## src/rtl/rptr_empty_level_if.sv

```systemverilog
// Read-side FIFO bundle: pop request, synchronised write pointer and the
// read-domain pointer/status outputs. slave = pointer block, master = user.
interface rptr_empty_level_if #(
  parameter int ADDR_W = 4
);
  logic              rpop;
  logic [ADDR_W:0]   wptr_rclk;
  logic [ADDR_W-1:0] raddr;
  logic [ADDR_W:0]   rptr;
  logic              empty;
  logic              almost_empty;
  logic [ADDR_W:0]   rlevel;
  logic              underflow;

  modport master (
    output rpop, wptr_rclk,
    input  raddr, rptr, empty, almost_empty, rlevel, underflow
  );

  modport slave (
    input  rpop, wptr_rclk,
    output raddr, rptr, empty, almost_empty, rlevel, underflow
  );
endinterface

```

## src/rtl/rptr_empty_level.sv

```systemverilog
// Read-domain pointer, empty/almost-empty and fill level for the async FIFO.
// Optional sticky underflow detector built when AFIFO_UNDERFLOW_DETECT_EN is defined.
module rptr_empty_level #(
  parameter int ADDR_W   = 4,
  parameter int AE_LEVEL = 1
) (
  input  logic              rclk,
  input  logic              rrst,
  rptr_empty_level_if.slave rif
);
  localparam logic [ADDR_W:0] AE_LVL = (ADDR_W+1)'(AE_LEVEL);

  logic [ADDR_W:0] rbin, rptr, rbinnext, rgraynext;
  logic [ADDR_W:0] wbin, lvl_next, rlevel_q;
  logic            empty_q, ae_q, pop_ok;

  assign pop_ok    = rif.rpop & ~empty_q;
  assign rbinnext  = rbin + {{ADDR_W{1'b0}}, pop_ok};
  assign rgraynext = (rbinnext >> 1) ^ rbinnext;

  // Gray-to-binary: each bit is the XOR of itself and all higher Gray bits.
  always_comb begin
    wbin = '0;
    for (int i = 0; i <= ADDR_W; i++)
      wbin[i] = ^(rif.wptr_rclk >> i);
  end

  // Modular difference never exceeds 2**ADDR_W while pointers stay legal.
  assign lvl_next = wbin - rbinnext;

  always_ff @(posedge rclk or posedge rrst) begin
    if (rrst) begin
      rbin     <= '0;
      rptr     <= '0;
      empty_q  <= 1'b1;
      ae_q     <= 1'b1;
      rlevel_q <= '0;
    end else begin
      rbin     <= rbinnext;
      rptr     <= rgraynext;
      empty_q  <= (rgraynext == rif.wptr_rclk);
      ae_q     <= (lvl_next <= AE_LVL);
      rlevel_q <= lvl_next;
    end
  end

`ifdef AFIFO_UNDERFLOW_DETECT_EN
  logic uf_q;
  always_ff @(posedge rclk or posedge rrst) begin
    if (rrst)                      uf_q <= 1'b0;
    else if (rif.rpop && empty_q)  uf_q <= 1'b1;
  end
  assign rif.underflow = uf_q;
`else
  assign rif.underflow = 1'b0;
`endif

  assign rif.raddr        = rbin[ADDR_W-1:0];
  assign rif.rptr         = rptr;
  assign rif.empty        = empty_q;
  assign rif.almost_empty = ae_q;
  assign rif.rlevel       = rlevel_q;
endmodule

```

## src/flat_wrapper.sv

```systemverilog
// flat-port wrapper written by rule: the top's interface ports become plain ports
module rptr_empty_level_flat 
#(
  parameter int ADDR_W   = 4,
  parameter int AE_LEVEL = 1
)
  (rclk, rrst, rif_rpop, rif_wptr_rclk, rif_raddr, rif_rptr, rif_empty, rif_almost_empty, rif_rlevel, rif_underflow);
  rptr_empty_level_if #(.ADDR_W(ADDR_W)) rif_i ();
  input  logic rclk;
  input  logic rrst;
  input wire logic [$bits(rif_i.rpop)-1:0] rif_rpop;
  input wire logic [$bits(rif_i.wptr_rclk)-1:0] rif_wptr_rclk;
  output wire logic [$bits(rif_i.raddr)-1:0] rif_raddr;
  output wire logic [$bits(rif_i.rptr)-1:0] rif_rptr;
  output wire logic [$bits(rif_i.empty)-1:0] rif_empty;
  output wire logic [$bits(rif_i.almost_empty)-1:0] rif_almost_empty;
  output wire logic [$bits(rif_i.rlevel)-1:0] rif_rlevel;
  output wire logic [$bits(rif_i.underflow)-1:0] rif_underflow;
  assign rif_i.rpop = rif_rpop;
  assign rif_i.wptr_rclk = rif_wptr_rclk;
  assign rif_raddr = rif_i.raddr;
  assign rif_rptr = rif_i.rptr;
  assign rif_empty = rif_i.empty;
  assign rif_almost_empty = rif_i.almost_empty;
  assign rif_rlevel = rif_i.rlevel;
  assign rif_underflow = rif_i.underflow;
  rptr_empty_level #(.ADDR_W(ADDR_W), .AE_LEVEL(AE_LEVEL)) u_core (.rclk(rclk), .rrst(rrst), .rif(rif_i));
endmodule
```

## config.mk

```make
export PLATFORM = sky130hd
export DESIGN_NAME = rptr_empty_level_flat
export DESIGN_NICKNAME = d
export VERILOG_FILES = /design/src/rtl/rptr_empty_level_if.sv /design/src/rtl/rptr_empty_level.sv /design/src/flat_wrapper.sv
export SDC_FILE = /design/constraint.sdc
export NUM_CORES = 1
export LEC_CHECK = 0
export CAP_MARGIN = 20
export CORE_ASPECT_RATIO = 0.8
export CORE_MARGIN = 5
export CORE_UTILIZATION = 26
export CTS_CLUSTER_DIAMETER = 200
export DETAILED_ROUTE_END_ITERATION = 8
export GPL_TIMING_DRIVEN = 0
export PLACE_DENSITY = 0.5
export SYNTH_ARGS = -nofsm -noshare
export SYNTH_HDL_FRONTEND = slang
export SYNTH_SLANG_ARGS = --single-unit
```

## constraint.sdc

```tcl
create_clock -name rclk -period 3.04 [get_ports rclk]
set_input_delay 0.912 -clock rclk [delete_from_list [all_inputs] [get_ports rclk]]
set_output_delay 0.912 -clock rclk [all_outputs]
set_load 0.01 [all_outputs]
```

## Yosys cells after proc, flatten, opt, wreduce, memory -nomap -nowiden

Cells that the tools add are included.

- Logic and storage cells: 17
- Register bits after elaboration: 17
- Bits of input ports: 8
- Output and inout bits: 17

- Bitwise operators: 3
- $lt $le $gt $ge: 1
- Add/subtract/negate cells: 2
- Reductions and logical operators: 5
- Eq/ne operators: 1

Operators with widths:

| kind | count |
|---|---|
| parity 5 bit | 5 |
| adder 5 x 1 -> 5 bit | 1 |
| == test 5 bit | 1 |
| <= comparator 5 x 1 -> 1 bit, second input constant | 1 |
| subtractor 5 bit | 1 |
| bitwise XOR 4 x 5 -> 5 bit | 1 |
| AND 1 bit | 1 |
| NOT 1 bit | 1 |

## Longest topological paths before layout

- Depth in word-level cells: 5
- Depth in mapped cells: 11
- Depth with buffers taken out: 11

## Least setup slack after synthesis

No wires, ideal clock.

- Path type: input -> register
- Start point: input rif_rpop
- End point: register u_core.ae_q, in the netlist u_core.rif.almost_empty
- Path slack: -0.020 ns
- Stages on the path: 10
- Path buffers: 0
- Data required time: 2.951 ns
- Arrival: 2.970 ns
- Setup time: 0.089 ns
- Path through: nor2b_1 -> ha_1 -> ha_1 -> xor2_1 -> inv_1 -> ha_1 -> and3_1 -> a311oi_2 -> xnor2_1 -> nor4b_2

- Word-level cells in the longest chain between the ends: 4

Ends and longest elaborated chain:

| item | RTL line | source |
|---|---|---|
| start, declared | flat_wrapper.sv:11 | `input wire logic [$bits(rif_i.rpop)-1:0] rif_rpop;` |
| AND 1 bit | rptr_empty_level.sv:17 | `assign pop_ok = rif.rpop & ~empty_q;` |
| adder 5 x 1 -> 5 bit | rptr_empty_level.sv:18 | `assign rbinnext = rbin + {{ADDR_W{1'b0}}, pop_ok};` |
| via u_core.rbinnext[2] | rptr_empty_level.sv:13 | `logic [ADDR_W:0] rbin, rptr, rbinnext, rgraynext;` |
| subtractor 5 bit | rptr_empty_level.sv:29 | `assign lvl_next = wbin - rbinnext;` |
| via u_core.lvl_next[3] | rptr_empty_level.sv:14 | `logic [ADDR_W:0] wbin, lvl_next, rlevel_q;` |
| <= comparator 5 x 1 -> 1 bit | rptr_empty_level.sv:42 | `ae_q <= (lvl_next <= AE_LVL);` |
| end signal, assigned | rptr_empty_level.sv:42 |  |
| end, declared | rptr_empty_level.sv:15 | `logic empty_q, ae_q, pop_ok;` |

The timed path passes the listed nets, and every way through them passes these cells.

## Worst setup path after layout

- Start point: input rif_wptr_rclk[2]
- End point: register u_core.ae_q, in the netlist u_core.rif.almost_empty

- Word-level cells in the longest chain between the ends: 3
- Elaborated cells on any way between the ends: 5
- Those cells by class: add/sub: 1; order compare: 1; reduce/logical: 3

Ends and longest elaborated chain:

| item | RTL line | source |
|---|---|---|
| start, declared | flat_wrapper.sv:12 | `input wire logic [$bits(rif_i.wptr_rclk)-1:0] rif_wptr_rclk;` |
| parity 5 bit | rptr_empty_level.sv:25 | `wbin[i] = ^(rif.wptr_rclk >> i);` |
| subtractor 5 bit (*) | rptr_empty_level.sv:29 |  |
| <= comparator 5 x 1 -> 1 bit (*) | rptr_empty_level.sv:42 |  |

Mark *: on every way between the ends. The rest lies on a longest branch, timed or not.

==> impl_results.html <==
<table>
<tr><th>Metric</th><th>Value</th></tr>
<tr><th colspan="2">Run status</th></tr>
<tr><td>Status</td><td>completed</td></tr>
<tr><th colspan="2">CTS</th></tr>
<tr><td>Maximum buffer depth of the clock tree</td><td>2</td></tr>
<tr><td>TritonCTS Buffers</td><td>3</td></tr>
<tr><td>Clock root buffer</td><td>clkbuf_8</td></tr>
<tr><td>CTS tree</td><td>built</td></tr>
<tr><td>Clock-pin slew on the worst setup and hold paths</td><td>0.06 ns</td></tr>
<tr><td>Number of levels the H-tree was split into</td><td>1</td></tr>
<tr><td>Clock Sink Count</td><td>16</td></tr>
<tr><td>Clk Latency, worst-skew pair</td><td>0.24 ns</td></tr>
<tr><th colspan="2">Logic synthesis</th></tr>
<tr><td>Number of instances in the synthesized netlist</td><td>74</td></tr>
<tr><td>Number of distinct library cells after synthesis</td><td>27</td></tr>
<tr><td>Syn_area_per_cell</td><td>11.7 µm²</td></tr>
<tr><td>Post-synthesis sequential area ratio</td><td>0.464</td></tr>
<tr><td>Compound-Gate Fraction of Synth Area</td><td>0.0821</td></tr>
<tr><td>Area of the mapped netlist</td><td>868 µm²</td></tr>
<tr><td>Synth Area in XOR/XNOR</td><td>0.236</td></tr>
<tr><td>Warnings, synthesis</td><td>0</td></tr>
<tr><td>Post-synthesis share of cell area spent on full adders, half adders and majority gates</td><td>0.0720</td></tr>
<tr><td>Largest family of logic cells by synthesized area</td><td>XOR/XNOR gates</td></tr>
<tr><td>Mapped Nets</td><td>87</td></tr>
<tr><td>Mux contribution to synthesized area</td><td>0</td></tr>
<tr><td>Simple-gate area share of the yosys netlist</td><td>0.102</td></tr>
<tr><td>Flop and latch count out of synthesis</td><td>16</td></tr>
<tr><th colspan="2">Global route</th></tr>
<tr><td>Most utilized layer in the global route result</td><td>met2</td></tr>
<tr><td>Met1 routing resource usage after global routing</td><td>0.119</td></tr>
<tr><td>Initial antenna violation count</td><td>0</td></tr>
<tr><td>Pin count of the biggest net entering global routing</td><td>17</td></tr>
<tr><td>Met2 Track Usage GR</td><td>0.146</td></tr>
<tr><td>Global-route wire length before repair</td><td>3150 µm</td></tr>
<tr><td>Total overflow reported by the global router</td><td>0</td></tr>
<tr><td>Fraction of met3 tracks used by global routing</td><td>0.0402</td></tr>
<tr><td>Via count of the first global-routing pass</td><td>651</td></tr>
<tr><td>GRT Resource Usage Total</td><td>0.0929</td></tr>
<tr><th colspan="2">Min path</th></tr>
<tr><td>Path type of the worst min-delay path</td><td>reg2reg</td></tr>
<tr><th colspan="2">STA</th></tr>
<tr><td>Least-Margin Pin Slew</td><td>0.620 ns</td></tr>
<tr><td>Highest attainable clock frequency</td><td>346 MHz</td></tr>
<tr><td>Number of max-slew violations in the final report</td><td>0</td></tr>
<tr><td>Final-report setup violation count</td><td>0</td></tr>
<tr><td>Final cycle utilization of the critical path</td><td>0.951</td></tr>
<tr><td>Tightest slew margin relative to the limit</td><td>0.586</td></tr>
<tr><td>Setup total negative slack</td><td>0 ns</td></tr>
<tr><td>Max Clock Skew</td><td>0.00177 ns</td></tr>
<tr><td>Total count of hold-check failures in the final report</td><td>0</td></tr>
<tr><td>Setup repair after global routing missed its margin</td><td>false</td></tr>
<tr><td>Crit path time final</td><td>2.89 ns</td></tr>
<tr><th colspan="2">Finish</th></tr>
<tr><td>Area added between synthesis and finish</td><td>63.1%</td></tr>
<tr><td>Area occupied by registers</td><td>403 µm²</td></tr>
<tr><td>Fraction of final layout cells sized beyond drive strength 1</td><td>0.355</td></tr>
<tr><td>Share of the core filled with cells in the final layout</td><td>0.449</td></tr>
<tr><td>Fillers</td><td>310</td></tr>
<tr><td>Net total in the final layout</td><td>125</td></tr>
<tr><td>Multi-input gate area in the final layout</td><td>571 µm²</td></tr>
<tr><td>Number of diodes</td><td>0</td></tr>
<tr><th colspan="2">Power and ir drop</th></tr>
<tr><td>Static power due to leakage</td><td>0.639 nW</td></tr>
<tr><td>Part of the total power dissipated in sequential elements</td><td>0.212</td></tr>
<tr><td>Highest ir drop seen on vdd</td><td>0.429 mV</td></tr>
<tr><td>Internal cell power</td><td>0.00113 W</td></tr>
<tr><td>Clock share of power</td><td>0.082</td></tr>
<tr><td>Switching power share of the total</td><td>0.399</td></tr>
<tr><td>Total power divided by cell area</td><td>1330 mW/mm²</td></tr>
<tr><td>Sw power</td><td>0.000752 W</td></tr>
<tr><td>Share of total power in combinational logic</td><td>0.706</td></tr>
<tr><th colspan="2">Detailed routing</th></tr>
<tr><td>Total number of vias</td><td>643</td></tr>
<tr><td>Mean number of vias per cell</td><td>4.29</td></tr>
<tr><td>DRT Pass-1 Iters</td><td>4</td></tr>
<tr><td>Total length of routed wires</td><td>2090 µm</td></tr>
<tr><td>Number of DRC markers after the initial detailed-route iteration</td><td>25</td></tr>
<tr><td>Routed wirelength normalized by instance count</td><td>13.9 µm</td></tr>
<tr><td>Remaining design rule violation count</td><td>0</td></tr>
<tr><td>ANT nets after route</td><td>0</td></tr>
<tr><th colspan="2">Floorplanning</th></tr>
<tr><td>DIE WIDTH</td><td>74.6 µm</td></tr>
<tr><td>Number of top-level design ports</td><td>25</td></tr>
<tr><td>Initial core utilization</td><td>0.275</td></tr>
<tr><td>Number of placement rows</td><td>18</td></tr>
<tr><td>Die Ht</td><td>61.7 µm</td></tr>
<tr><td>Core outline area</td><td>0.00315 mm²</td></tr>
<tr><td>Die area</td><td>0.00460 mm²</td></tr>
<tr><th colspan="2">Setup path</th></tr>
<tr><td>Setup crit end kind</td><td>flip-flop</td></tr>
<tr><td>Worst Path Arrival</td><td>3.05 ns</td></tr>
<tr><td>WP data required</td><td>3.20 ns</td></tr>
<tr><td>Class of the most critical setup path</td><td>in2reg</td></tr>
<tr><td>Maximum net fanout on the critical path</td><td>3</td></tr>
<tr><td>Worst Setup Start Kind</td><td>input port</td></tr>
<tr><th colspan="2">Place</th></tr>
<tr><td>Number of input and output port buffers inserted</td><td>23</td></tr>
<tr><td>Final RePlAce weighted congestion</td><td>0.712</td></tr>
<tr><td>Detail Placement HPWL</td><td>1320 µm</td></tr>
<tr><th colspan="2">Job</th></tr>
<tr><td>Max-cap check violation count</td><td>0</td></tr>
</table>
-- stage by stage --
| step | cell area [µm²] | setup WS (ns) | cells | hold WS (ns) | power, W |
|---|---|---|---|---|---|
| 2_1_floorplan | 876 | 0.0432 | 74 | 0.585 | 0.00102 |
| 3_3_place_gp | 1160 | -0.570 | 137 | 0.543 | 0.00135 |
| 3_5_place_dp | 1160 | -0.584 | 137 | 0.551 | 0.00135 |
| 4_1_cts | 1280 | 0.0226 | 144 | 0.584 | 0.00165 |
| 5_1_grt | 1420 | 0.0515 | 150 | 0.630 | 0.00202 |
| 6_report | 1420 | 0.149 | 150 | 0.599 | 0.00188 |
-- registers in the layout, summed over array words and instances (netlist names) --
name and count:
u_core.rbin 5, u_core.rif.rptr 4, u_core.rif.empty 1, u_core.rif.almost_empty 1, u_core.rif.rlevel 5
-- routing by layer --
metal | vias to the layer above | share of wire
met5 | - | 0
met4 | 0 | 0.0081
met3 | 2 | 0.082
met2 | 18 | 0.48
met1 | 309 | 0.43
li1 | 314 | -
-- cell families (layout without fill, tap and decap cells) --
group,Yosys count,in the layout
flip-flops,16,16
adder cells (fa/ha/maj),5,5
AO/OA/AOI/OAI,9,9
AND/OR/NAND/NOR,15,15
XOR/XNOR,20,20
other,1,1
buffers and inverters,8,44
-- path summary, 6_finish.rpt --
kind,to,cells after the start,from,slack [ns]
worst max-delay path,u_core.rif.almost_empty$_DFF_PP1_,11,rif_wptr_rclk[2],0.15
worst min-delay path,u_core.rbin[0]$_DFF_PP0_,1,u_core.rbin[0]$_DFF_PP0_,0.60
worst max register to register,u_core.rif.almost_empty$_DFF_PP1_,10,u_core.rif.empty$_DFF_PP1_,0.61
worst min register to register,u_core.rbin[0]$_DFF_PP0_,1,u_core.rbin[0]$_DFF_PP0_,0.60
max in group asynchronous,u_core.rbin[2]$_DFF_PP0_,2,rrst,1.59
min in group asynchronous,u_core.rif.rlevel[4]$_DFF_PP0_,2,rrst,1.05
-- critical path, stage by stage --
cell	delay [ns]
dlygate4sd2_1	0.31
xnor2_2	0.27
xor2_2	0.22
xnor2_1	0.14
ha_1	0.18
inv_1	0.06
ha_1	0.23
a21oi_2	0.17
a21o_1	0.21
a21oi_4	0.09
nor4b_4	0.25
-- area by class of cell --
class | count | area share
Clock buffer | 3 | 0.0292
Tap cell | 40 | 0.0353
Timing Repair Buffer | 34 | 0.227
Buffer | 1 | 0.00530
Sequential cell | 16 | 0.284
Multi-Input combinational cell | 50 | 0.403
Inverter | 6 | 0.0159
-- layout by cell type (no fill, tap or decap), drive strengths merged, types with 2 or more instances in the layout --
master	instances
nor3	2
clkbuf	3
nor2b	2
nand2	2
dlymetal6s2s	4
a21oi	2
xor2	10
nand2b	2
dfstp	2
clkdlybuf4s50	18
and3	2
inv	6
buf	12
ha	5
dfrtp	14
nand3	3
xnor2	10
-- power groups by stage --
stage	combinational, W	clock [W]	sequential, W
6_report	0.00133	0.000154	0.000400
5_1_grt	0.00144	0.000168	0.000416
3_3_place_gp	0.000962	0	0.000386
4_1_cts	0.00110	0.000161	0.000392
3_5_place_dp	0.000965	0	0.000388
2_1_floorplan	0.000581	0	0.000440
-- timing repair --
action | 4_1_cts | 5_1_grt
buffers inserted | 5 | 6
gates resized for setup | 11 | 15
hold endpoints to repair | 0 | 0
pin swaps | 7 | 10
endpoints found under the setup margin | 3 | 3
hold buffers | 0 | 0
-- synthesized netlist by cell type (all sizes together) --
cell | number | area (µm²)
and3 | 2 | 12.5
a211oi | 1 | 7.51
a22o | 1 | 10.0
inv | 6 | 22.5
nor3 | 2 | 10.0
a31o | 1 | 8.76
o21bai | 1 | 7.51
nand2b | 2 | 12.5
nor4b | 1 | 15.0
conb | 1 | 3.75
nor2b | 2 | 12.5
xor2 | 10 | 95.1
a311oi | 1 | 15.0
ha | 5 | 62.6
o21ai | 1 | 5.00
nand2 | 2 | 7.51
clkbuf | 1 | 3.75
nor2 | 1 | 3.75
dfstp | 2 | 52.6
a21o | 1 | 7.51
a21oi | 2 | 10.0
nand3 | 3 | 15.0
xnor2 | 10 | 110
buf | 1 | 7.51
dfrtp | 14 | 350
(Power assumes the default switching activity.)
==> patch 1: new RTL, config.mk and constraints unchanged <==
The option `AFIFO_UNDERFLOW_DETECT_EN` is turned on by a define.
--- a/src/rtl/rptr_empty_level.sv
+++ b/src/rtl/rptr_empty_level.sv
@@ -2,2 +2,4 @@
 // Optional sticky underflow detector built when AFIFO_UNDERFLOW_DETECT_EN is defined.
+`define AFIFO_UNDERFLOW_DETECT_EN
+
 module rptr_empty_level #(
Check against the original RTL: not equivalent (a bounded check fails within 4 cycles, from zero or initial values and one cycle with rrst high).
==> patch 1 against the original RTL <==
Total power increased by 1.5%; critical path depth unchanged; sequential cell count increased by 1; cell count unchanged; synthesized cell count unchanged; design area decreased by 0.88%; via count decreased by 1.7%; count of clock-buffer cells in the layout increased by 1; routed wire length decreased by 4.7%; synthesized area increased by 2.4%; setup slack got worse by 38 ps; non-clock buffer count decreased by 4.
==> patch 1: results <==
{
  "ys_types": 25,
  "num_antenna_cells": 0,
  "synth_sequential_area_ratio": 0.4810,
  "yosys_warnings": 0,
  "dr.pass1.iters": 5,
  "vias": 632,
  "slew_headroom": 0.5911,
  "critPathMaxFanout": 3,
  "synthTopCellsByArea": "dfrtp_1 (42%), xor2_1 (8.9%), ha_1 (7.0%)",
  "syn-num-nets": 87,
  "grt_max_degree": 18,
  "numPortBuffers": 24,
  "cts_buffers": 3,
  "synthTopCellsByCount": "dfrtp_1 (15), xor2_1 (9), xnor2_1 (7), inv_1 (6), ha_1 (5)",
  "antenna_found_initial": 0,
  "grt_pass1_wl_um": 3374,
  "worstReg2RegStart": "u_core.rif.empty$_DFF_PP1_",
  "wl_met1_um": 908,
  "drc": 0,
  "dp_cells": 140,
  "async_reset_ff_frac": 1.000,
  "crit_start": "rif_wptr_rclk[2]",
  "wl_met2_um": 953,
  "dp_hpwl_um": 1401,
  "routabilityCongestion": 0.7249,
  "grt_pass1_vias": 725,
  "wire_per_inst_um": 13.26,
  "clk_path_buf_depth": 2,
  "drt_iter0_drc": 5,
  "ir_drop_uv": 694.7,
  "min_path_type": "reg -> reg",
  "hold_path_startpoint": "u_core.rif.underflow$_DFFE_PP0P_",
  "drive_gt1_frac": 0.2963,
  "cts-root-buf": "clkbuf_8",
  "clkTransAtPathRegs_ps": 60,
  "p_leak_uw": 0.0006279,
  "status": "finished, final reports clean",
  "dr.max_layer_used": "met4",
  "nets": 122,
  "clk_latency_ps": 250,
  "arrival_ps": 3100,
  "wl_met3_um": 115,
  "fin_skew_ps": 2.956,
  "final_cells": 150,
  "grt_usage": 0.09339,
  "avgSynthCellArea_sq_um": 12.02
}
-- patch 1: through the flow --
step | setup WS [ps] | setup TNS, ps | area, sq um
final | 111.0 | 0 | 1404
after CTS | 0.3013 | 0 | 1331
after detailed placement | -680.8 | -2088 | 1190
after floorplan | 43.07 | 0 | 897.1
after global routing | -24.23 | -24.23 | 1404
after global placement | -637.5 | -1925 | 1190
-- patch 1: worst paths after layout --
check                                                    end  slack [ps]  depth (start not counted)
max in group asynchronous     u_core.rif.rlevel[0]$_DFF_PP0_        1610                          2
min in group asynchronous           u_core.rbin[3]$_DFF_PP0_        1030                          2
hold reg to reg             u_core.rif.underflow$_DFFE_PP0P_         480                          1
setup reg to reg              u_core.rif.rlevel[4]$_DFF_PP0_         670                         11
hold / removal              u_core.rif.underflow$_DFFE_PP0P_         480                          1
setup / recovery           u_core.rif.almost_empty$_DFF_PP1_         110                         11
-- patch 1: worst max-delay path, stage by stage --
cell           delay [ps]
dlygate4sd2_1         300
xnor2_2               270
xor2_2                220
xnor2_1               140
ha_1                  190
inv_1                  60
ha_1                  220
a21oi_2               190
a21o_1                220
a21oi_4                90
nor4b_4               280
-- patch 1: power by group --
part	internal (uW)	total, uW	switching [uW]
combinational	711	1320	611
sequential	354	427	72.6
clock	92.9	164	71.2
total	1160	1910	755
-- patch 1: layer usage --
| layer | up-vias | global-route usage |
|---|---|---|
| met2 | 16 | 0.1304 |
| met5 | - | 0 |
| met4 | 0 | 0.05022 |
| met1 | 305 | 0.1244 |
| li1 | 309 | - |
| met3 | 2 | 0.03226 |
-- patch 1: cell families after synthesis --
family,after synthesis,share of synthesized area
buffers and inverters,7,0.02953
adders and majority gates,5,0.07032
and+or+nand+nor,15,0.09984
AOI/OAI and AO/OA,10,0.08860
xor gates and xnor gates,20,0.2307
DFF,17,0.4810
-- patch 1: final cells by class --
cell class              count  area [sq um]
clock buffers               4         45.04
multi-input cells          50         554.3
fillers                   328          1972
repair buffers             31         301.5
inverters                   6         22.52
well taps                  42         52.55
flip-flops and latches     17         427.9
-- patch 1: what timing repair did --
item	4_1_cts	5_1_grt
hold buffers	0	0
pin swaps	7	8
endpoints found under the setup margin	4	2
setup buffers	6	1
gates resized for setup	12	12
==> patch 2: new RTL, same settings <==
Made on the original files. `ADDR_W` is set to 4 in 3 places; all go to 3.
--- a/src/rtl/rptr_empty_level_if.sv
+++ b/src/rtl/rptr_empty_level_if.sv
@@ -3,3 +3,3 @@
 interface rptr_empty_level_if #(
-  parameter int ADDR_W = 4
+  parameter int ADDR_W = 3
 );
--- a/src/rtl/rptr_empty_level.sv
+++ b/src/rtl/rptr_empty_level.sv
@@ -3,3 +3,3 @@
 module rptr_empty_level #(
-  parameter int ADDR_W   = 4,
+  parameter int ADDR_W   = 3,
   parameter int AE_LEVEL = 1
--- a/src/flat_wrapper.sv
+++ b/src/flat_wrapper.sv
@@ -3,3 +3,3 @@
 #(
-  parameter int ADDR_W   = 4,
+  parameter int ADDR_W   = 3,
   parameter int AE_LEVEL = 1
Interface: changed (resized rif_raddr, rif_rlevel, rif_rptr and rif_wptr_rclk); port bits go from 25 to 21. The function was not compared with the original's and may differ.
==> patch 2 against the original RTL <==
Cell count down 21%; utilization down 4.5 points; total power down 36%; routed wire length down 34%; design area down 28%; clock skew up 4.3 ps; setup slack worse by 86 ps; register-to-register slack better by 50 ps; critical path depth down 1; sequential cell count down 3; largest cell class unchanged; via count down 22%; synthesized area down 19%; count of clock-buffer cells in the layout up 1.
==> patch 2: results <==
{
  "met1_usage": 0.1026,
  "buffer_area_frac": 0.2061,
  "grt_max_degree": 14,
  "nonClockBufferCount": 22,
  "critPathMaxStageDelay_ps": 390,
  "cts_sinks": 13,
  "wl_met1_um": 667,
  "synth_sequential_area_ratio": 0.4679,
  "status": "finished, final reports clean",
  "wl_met2_um": 602,
  "drive_gt1_frac": 0.1928,
  "final_cells": 119,
  "critPathSlowestCell": "clkdlybuf4s50_1",
  "switching_share": 0.3784,
  "numPortBuffers": 19,
  "dp_cells": 114,
  "synthTopCellsByCount": "xnor2_1 (13), dfrtp_1 (11), inv_1 (7), ha_1 (5)",
  "sh_seq_area": 0.3215,
  "ir_drop_uv": 264.7,
  "grt_pass1_wl_um": 2214,
  "clk_latency_ps": 270,
  "use_met2": 0.1126,
  "cts-root-buf": "clkbuf_4",
  "wl_met3_um": 85,
  "crit_start": "rif_rpop",
  "hold_path_startpoint": "u_core.rbin[3]$_DFF_PP0_",
  "nets": 96
}
patch 2: cell types whose count changed after synthesis, moves of 2 or more:
cell | unedited run | this run
nand3_1 | 3 | 1
a31oi_1 | 0 | 2
xor2_1 | 9 | 2
dfrtp_1 | 14 | 11
nor3_1 | 2 | 0
xnor2_1 | 7 | 13
xnor2_2 | 3 | 0
patch 2: power by group through the flow:
stage	Clock [uW]	Combinational, uW	Sequential, uW
2_1_floorplan	0	427	355
6_report	102	781	321
3_5_place_dp	0	727	316
4_1_cts	108	761	315
5_1_grt	117	853	331
3_3_place_gp	0	719	312
patch 2: final timing paths:
path | to | cells after the start | slack (ps)
worst max-delay path | u_core.rif.rlevel[3]$_DFF_PP0_ | 10 | 60
worst min-delay path | u_core.rbin[3]$_DFF_PP0_ | 1 | 580
worst max register to register | u_core.rif.rlevel[3]$_DFF_PP0_ | 9 | 660
worst min register to register | u_core.rbin[3]$_DFF_PP0_ | 1 | 580
max in group asynchronous | u_core.rif.almost_empty$_DFF_PP1_ | 2 | 1720
min in group asynchronous | u_core.rif.rptr[1]$_DFF_PP0_ | 2 | 960
patch 2: cells by family (layout without fill, tap and decap cells):
group           count (synthesis)  count (layout)  synth area share
flops                          13              13            0.4679
buf+inv                         9              33           0.05536
fa+ha+maj                       5               5           0.08929
compound gates                  6               6           0.06428
xor+xnor                       16              16            0.2214
other cells                     1               1          0.005352
simple gates                    8               8           0.08215
mux                             1               1           0.01429
patch 2: critical path: cells and delay by family:
| family | cells | cell delay, ps |
|---|---|---|
| adder cells (fa/ha/maj) | 3 | 700 |
| AND/OR/NAND/NOR | 3 | 540 |
| buffers and inverters | 2 | 430 |
| AO/OA/AOI/OAI | 1 | 390 |
| XOR/XNOR | 1 | 160 |
